$ cat src/rtl/alarm_sequencer.sv
// Alarm front end: input sync/debounce, arm/delay/alarm FSM timed in frames,
// and a frame-aligned display class for the VGA colour stage.
module alarm_sequencer #(
  parameter int DEBOUNCE_CYCLES    = 16,
  parameter int EXIT_DELAY_FRAMES  = 60,
  parameter int ENTRY_DELAY_FRAMES = 30
) (
  input  logic       clk,
  input  logic       rst_n,
  input  logic       armed,
  input  logic       door,
  input  logic       window,
  input  logic       motion,
  input  logic       temperature,
  input  logic       clear,
  input  logic       vsync,
  output logic [2:0] class_out,
  output logic [2:0] state_out,
  output logic       siren,
  output logic       frame_tick
);

  typedef enum logic [2:0] {
    S_DISARMED = 3'd0,
    S_EXIT     = 3'd1,
    S_ARMED    = 3'd2,
    S_ENTRY    = 3'd3,
    S_ALARM    = 3'd4
  } state_t;

  localparam logic [7:0] DB_LAST  = 8'(DEBOUNCE_CYCLES - 1);
  localparam logic [7:0] EXIT_LD  = 8'(EXIT_DELAY_FRAMES);
  localparam logic [7:0] ENTRY_LD = 8'(ENTRY_DELAY_FRAMES);

  logic [5:0] raw;
  logic [5:0] sync1;
  logic [5:0] sync2;
  logic [5:0] db;
  logic [7:0] cnt [6];

  assign raw = {clear, temperature, motion, window, door, armed};

  always_ff @(posedge clk or negedge rst_n) begin
    if (!rst_n) begin
      sync1 <= '0;
      sync2 <= '0;
    end else begin
      sync1 <= raw;
      sync2 <= sync1;
    end
  end

  always_ff @(posedge clk or negedge rst_n) begin
    if (!rst_n) begin
      db <= '0;
      for (int i = 0; i < 6; i++) cnt[i] <= '0;
    end else begin
      for (int i = 0; i < 6; i++) begin
        if (sync2[i] == db[i]) begin
          cnt[i] <= '0;
        end else if (cnt[i] == DB_LAST) begin
          db[i]  <= sync2[i];
          cnt[i] <= '0;
        end else begin
          cnt[i] <= cnt[i] + 8'd1;
        end
      end
    end
  end

  logic arm_d, door_d, win_d, mot_d, temp_d, clr_d;
  assign arm_d  = db[0];
  assign door_d = db[1];
  assign win_d  = db[2];
  assign mot_d  = db[3];
  assign temp_d = db[4];
  assign clr_d  = db[5];

  // run masks the first cycle after reset so a vsync already low is no edge
  logic vsync_q;
  logic run;

  always_ff @(posedge clk or negedge rst_n) begin
    if (!rst_n) begin
      vsync_q <= 1'b1;
      run     <= 1'b0;
    end else begin
      vsync_q <= vsync;
      run     <= 1'b1;
    end
  end

  assign frame_tick = run & vsync_q & ~vsync;

  state_t     state;
  state_t     nstate;
  logic       cause;
  logic       ncause;
  logic [7:0] timer;
  logic [2:0] nclass;
  logic       expire;

  assign expire = frame_tick && (timer == 8'd1);

  always_comb begin
    nstate = state;
    ncause = cause;
    if (clr_d) begin
      nstate = S_DISARMED;
    end else if (state == S_ALARM) begin
      nstate = S_ALARM;
    end else if (!arm_d && state != S_DISARMED) begin
      nstate = S_DISARMED;
    end else begin
      case (state)
        S_DISARMED: if (arm_d) nstate = S_EXIT;
        S_EXIT:     if (expire) nstate = S_ARMED;
        S_ARMED: begin
          if (door_d && mot_d) begin
            nstate = S_ENTRY;
          end else if (win_d) begin
            nstate = S_ALARM;
            ncause = 1'b1;
          end
        end
        S_ENTRY: begin
          if (expire) begin
            nstate = S_ALARM;
            ncause = 1'b0;
          end else if (win_d) begin
            nstate = S_ALARM;
            ncause = 1'b1;
          end
        end
        default: nstate = S_DISARMED;
      endcase
    end
  end

  always_comb begin
    nclass = 3'd0;
    priority case (1'b1)
      clr_d:                                nclass = 3'd0;
      temp_d:                               nclass = 3'd3;
      (state == S_ALARM):                   nclass = cause ? 3'd2 : 3'd1;
      (state == S_EXIT || state == S_ENTRY): nclass = 3'd4;
      default:                              nclass = 3'd0;
    endcase
  end

  always_ff @(posedge clk or negedge rst_n) begin
    if (!rst_n) begin
      state     <= S_DISARMED;
      cause     <= 1'b0;
      timer     <= '0;
      class_out <= '0;
    end else begin
      state <= nstate;
      if (nstate == S_ALARM && state != S_ALARM) cause <= ncause;
      if (nstate != state && nstate == S_EXIT) begin
        timer <= EXIT_LD;
      end else if (nstate != state && nstate == S_ENTRY) begin
        timer <= ENTRY_LD;
      end else if (frame_tick && timer != 8'd0) begin
        timer <= timer - 8'd1;
      end
      if (frame_tick) class_out <= nclass;
    end
  end

  assign state_out = state;
  assign siren     = (state == S_ALARM);

endmodule

$ cat config.mk
export PLATFORM = sky130hd
export DESIGN_NAME = alarm_sequencer
export DESIGN_NICKNAME = d
export VERILOG_FILES = /design/src/rtl/alarm_sequencer.sv
export SDC_FILE = /design/constraint.sdc
export NUM_CORES = 1
export LEC_CHECK = 0
export ABC_AREA = 1
export ABC_CLOCK_PERIOD_IN_PS = 2000
export CAP_MARGIN = 20
export CORE_ASPECT_RATIO = 1.2
export CORE_MARGIN = 1.5
export CORE_UTILIZATION = 50
export DETAILED_ROUTE_END_ITERATION = 10
export GPL_ROUTABILITY_DRIVEN = 0
export PLACE_DENSITY = 0.68
export SYNTH_ARGS = -nofsm -noshare
export SYNTH_HDL_FRONTEND = slang
export SYNTH_SLANG_ARGS = --single-unit
$ cat constraint.sdc
create_clock -name clk -period 2 [get_ports clk]
set_input_delay 0.5 -clock clk [delete_from_list [all_inputs] [get_ports clk]]
set_output_delay 0.5 -clock clk [all_outputs]
set_load 0.01 [all_outputs]
==> metrics.yaml <==
ir_drop_v: 0.000489
avgSynthCellArea_um2: 8.65
num_rows: 35
die_w_um: 83.6
clock_path_buffers: 2
place_area_um2: 4290
dieArea_um2: 8340
cts.sinks: 83
fillerInstances: 670
final_layout_size_suffix_gt1_share_pct: 11.7
yosysTopAreaCell: "dfrtp_1"
multi_input_area_um2: 1520
ios: 17
layout_setup_ws_ns: 0.0637
grt.total_usage_pct: 17.8
synth_top_area_share_pct: 52.6
synth-main-ff-cell: "dfrtp_1"
dpl.hpwl_um: 4980
grt_overflow_total: 0
cts_tree: "done"
fin_crit_ns: 1.94
slew_violations: 0
cts_root_buf: "clkbuf_8"
synth.area.top_cells: "dfrtp_1 (53%), inv_1 (7.4%), nand2_1 (6.4%)"
hold_viol: 0
cp-end-kind: "output pin"
grt_max_degree: 49
fin_crit_sh_pct: 96.8
avgViaCountPerCell: 4.95
cts_resized: 2
insertion_delay_ns: 0.34
diodes: 0
max_clock_freq_mhz: 516
dp_slack_ns: -0.234
drt-wirelength-per-cell_um: 11.1
crit_arrival_ns: 1.44
synth_edf_count: 0
synth_cells: 451
hp-class: "primary input to asynchronous set/reset pin"
syn2layout_area_growth_pct: 14.9
final_area_um2: 4480
whs_ns: 0.0373
ant_nets: 0
drc_errors: 0
synth.distinct_cells: 32
yosysSeqAreaShare_pct: 53.3
status: "finished clean"
layout_common_cells: "dfrtp_1 (82), inv_1 (76), nand2_1 (67), nor2_1 (66), nand3_1 (31)"
p_per_area_nw_per_um2: 769
dieHeight_um: 99.8
ys_ff_latch: 83
initial_core_util_pct: 51.2
drt_iter0_markers: 70
grt_pass1_wl_um: 12000
rsz0062_at_grt: "no"
register_area_um2: 2080
async_reset_ff_share_pct: 100
clkSlewWorstSetupHoldPaths_ns: 0.07
wl_um: 6560
core-area_um2: 7620
htreeDepth: 3
post-cts-setup-buffer-count: 0
setup-violations-final: 0
syn_nets: 469
start_kind: "primary input"
netlist_area_um2: 3900
skew_ns: 0.00739
final_common_cell: "dfrtp_1"
leakage_nw: 2.12
vias: 2912
numCtsBuffers: 9
numPortBuffers: 16
cap_violations: 0
cts-hold-fix-buffers: 0
ys_warn_count: 0
first_global_vias: 2884
fin_nets: 510
cp.required_ns: 1.50
cp_max_fo: 2
firstDrtPassIters: 4
grt_antenna_before_repair: 0
worstSetupPathType: "primary input to output pin"
## cell usage after synthesis, types with 3 or more instances
library cell	count
a21oi_1	17
and3_1	3
dfrtp_1	82
ha_1	9
inv_1	77
inv_2	4
nand2_1	67
nand2_2	5
nand3_1	31
nand3b_1	3
nand4_1	6
nor2_1	66
nor2_4	4
nor3_1	20
nor3b_1	6
o21ai_0	19
or2_2	6
xnor2_1	7
xor2_1	4
## layout make-up
cell class              count  area share (%)
clock buffers              13            3.54
clock inverters             2           0.781
inverters                  81            6.78
multi-input cells         287            33.9
flip-flops and latches     83            46.4
well taps                  92            2.57
repair buffers             30            6.08
## state kept, by name (all words and copies together), names as in the netlist
name	count
cnt	48
timer	8
db	6
sync1	6
sync2	6
class_out	3
state_out	3
cause	1
run	1
vsync_q	1
## worst max-delay path, stage by stage
cell and delay (ns):
clkdlybuf4s50_1 0.49, inv_2 0.05, nand3_4 0.06, inv_1 0.06, dlygate4sd2_1 0.28
## routing by layer
metal | global-route usage, % | up-vias | routed length [µm] | part of all wire (%)
met1 | 21.0 | 1372 | 2990 | 46
met4 | 7.57 | 0 | 104 | 1.6
met2 | 30.9 | 27 | 3280 | 50
met5 | 0 | - | 0 | 0
li1 | - | 1506 | - | -
met3 | 4.56 | 7 | 181 | 2.8
## through the flow
stage	util, %	TNS, ns	std cells	power (mW)
5_1_grt	58.8	0	588	3.65
3_5_place_dp	56.3	-1.42	573	2.31
3_3_place_gp	56.3	-1.17	573	2.30
2_1_floorplan	-	0	451	2.17
6_report	58.8	0	588	3.45
4_1_cts	58.8	0	588	3.51
## cells by family (layout without fill, tap and decap cells)
family	count (synthesis)	count (layout)	synth area share, %
buffers and inverters	81	126	7.79
xor gates and xnor gates	11	11	2.47
other	1	1	0.0961
AOI/OAI and AO/OA	41	41	5.93
DFF	83	83	53.3
and+or+nand+nor	225	225	27.6
adders and majority gates	9	9	2.89
## report_power, final
part           leakage [nW]  total (mW)  internal, mW  switching, mW
Combinational         0.946       0.398         0.156          0.242
Clock                0.0995        1.18         0.638          0.541
Sequential             1.08        1.87          1.79         0.0857
## worst paths after layout
| check | startpoint | endpoint | slack, ns | cells after the start |
|---|---|---|---|---|
| min in group clk | sync1[5] | sync2[5] | 0.35 | 0 |
| worst max register to register | vsync_q | timer[1] | 0.27 | 12 |
| worst min register to register | sync1[5] | sync2[5] | 0.35 | 0 |
| worst max-delay path | vsync | frame_tick | 0.06 | 5 |
| max in group asynchronous | rst_n | vsync_q | 1.39 | 2 |
| worst min-delay path | rst_n | cnt[13] | 0.04 | 1 |
Note: power is estimated with default switching activity, not from simulation.
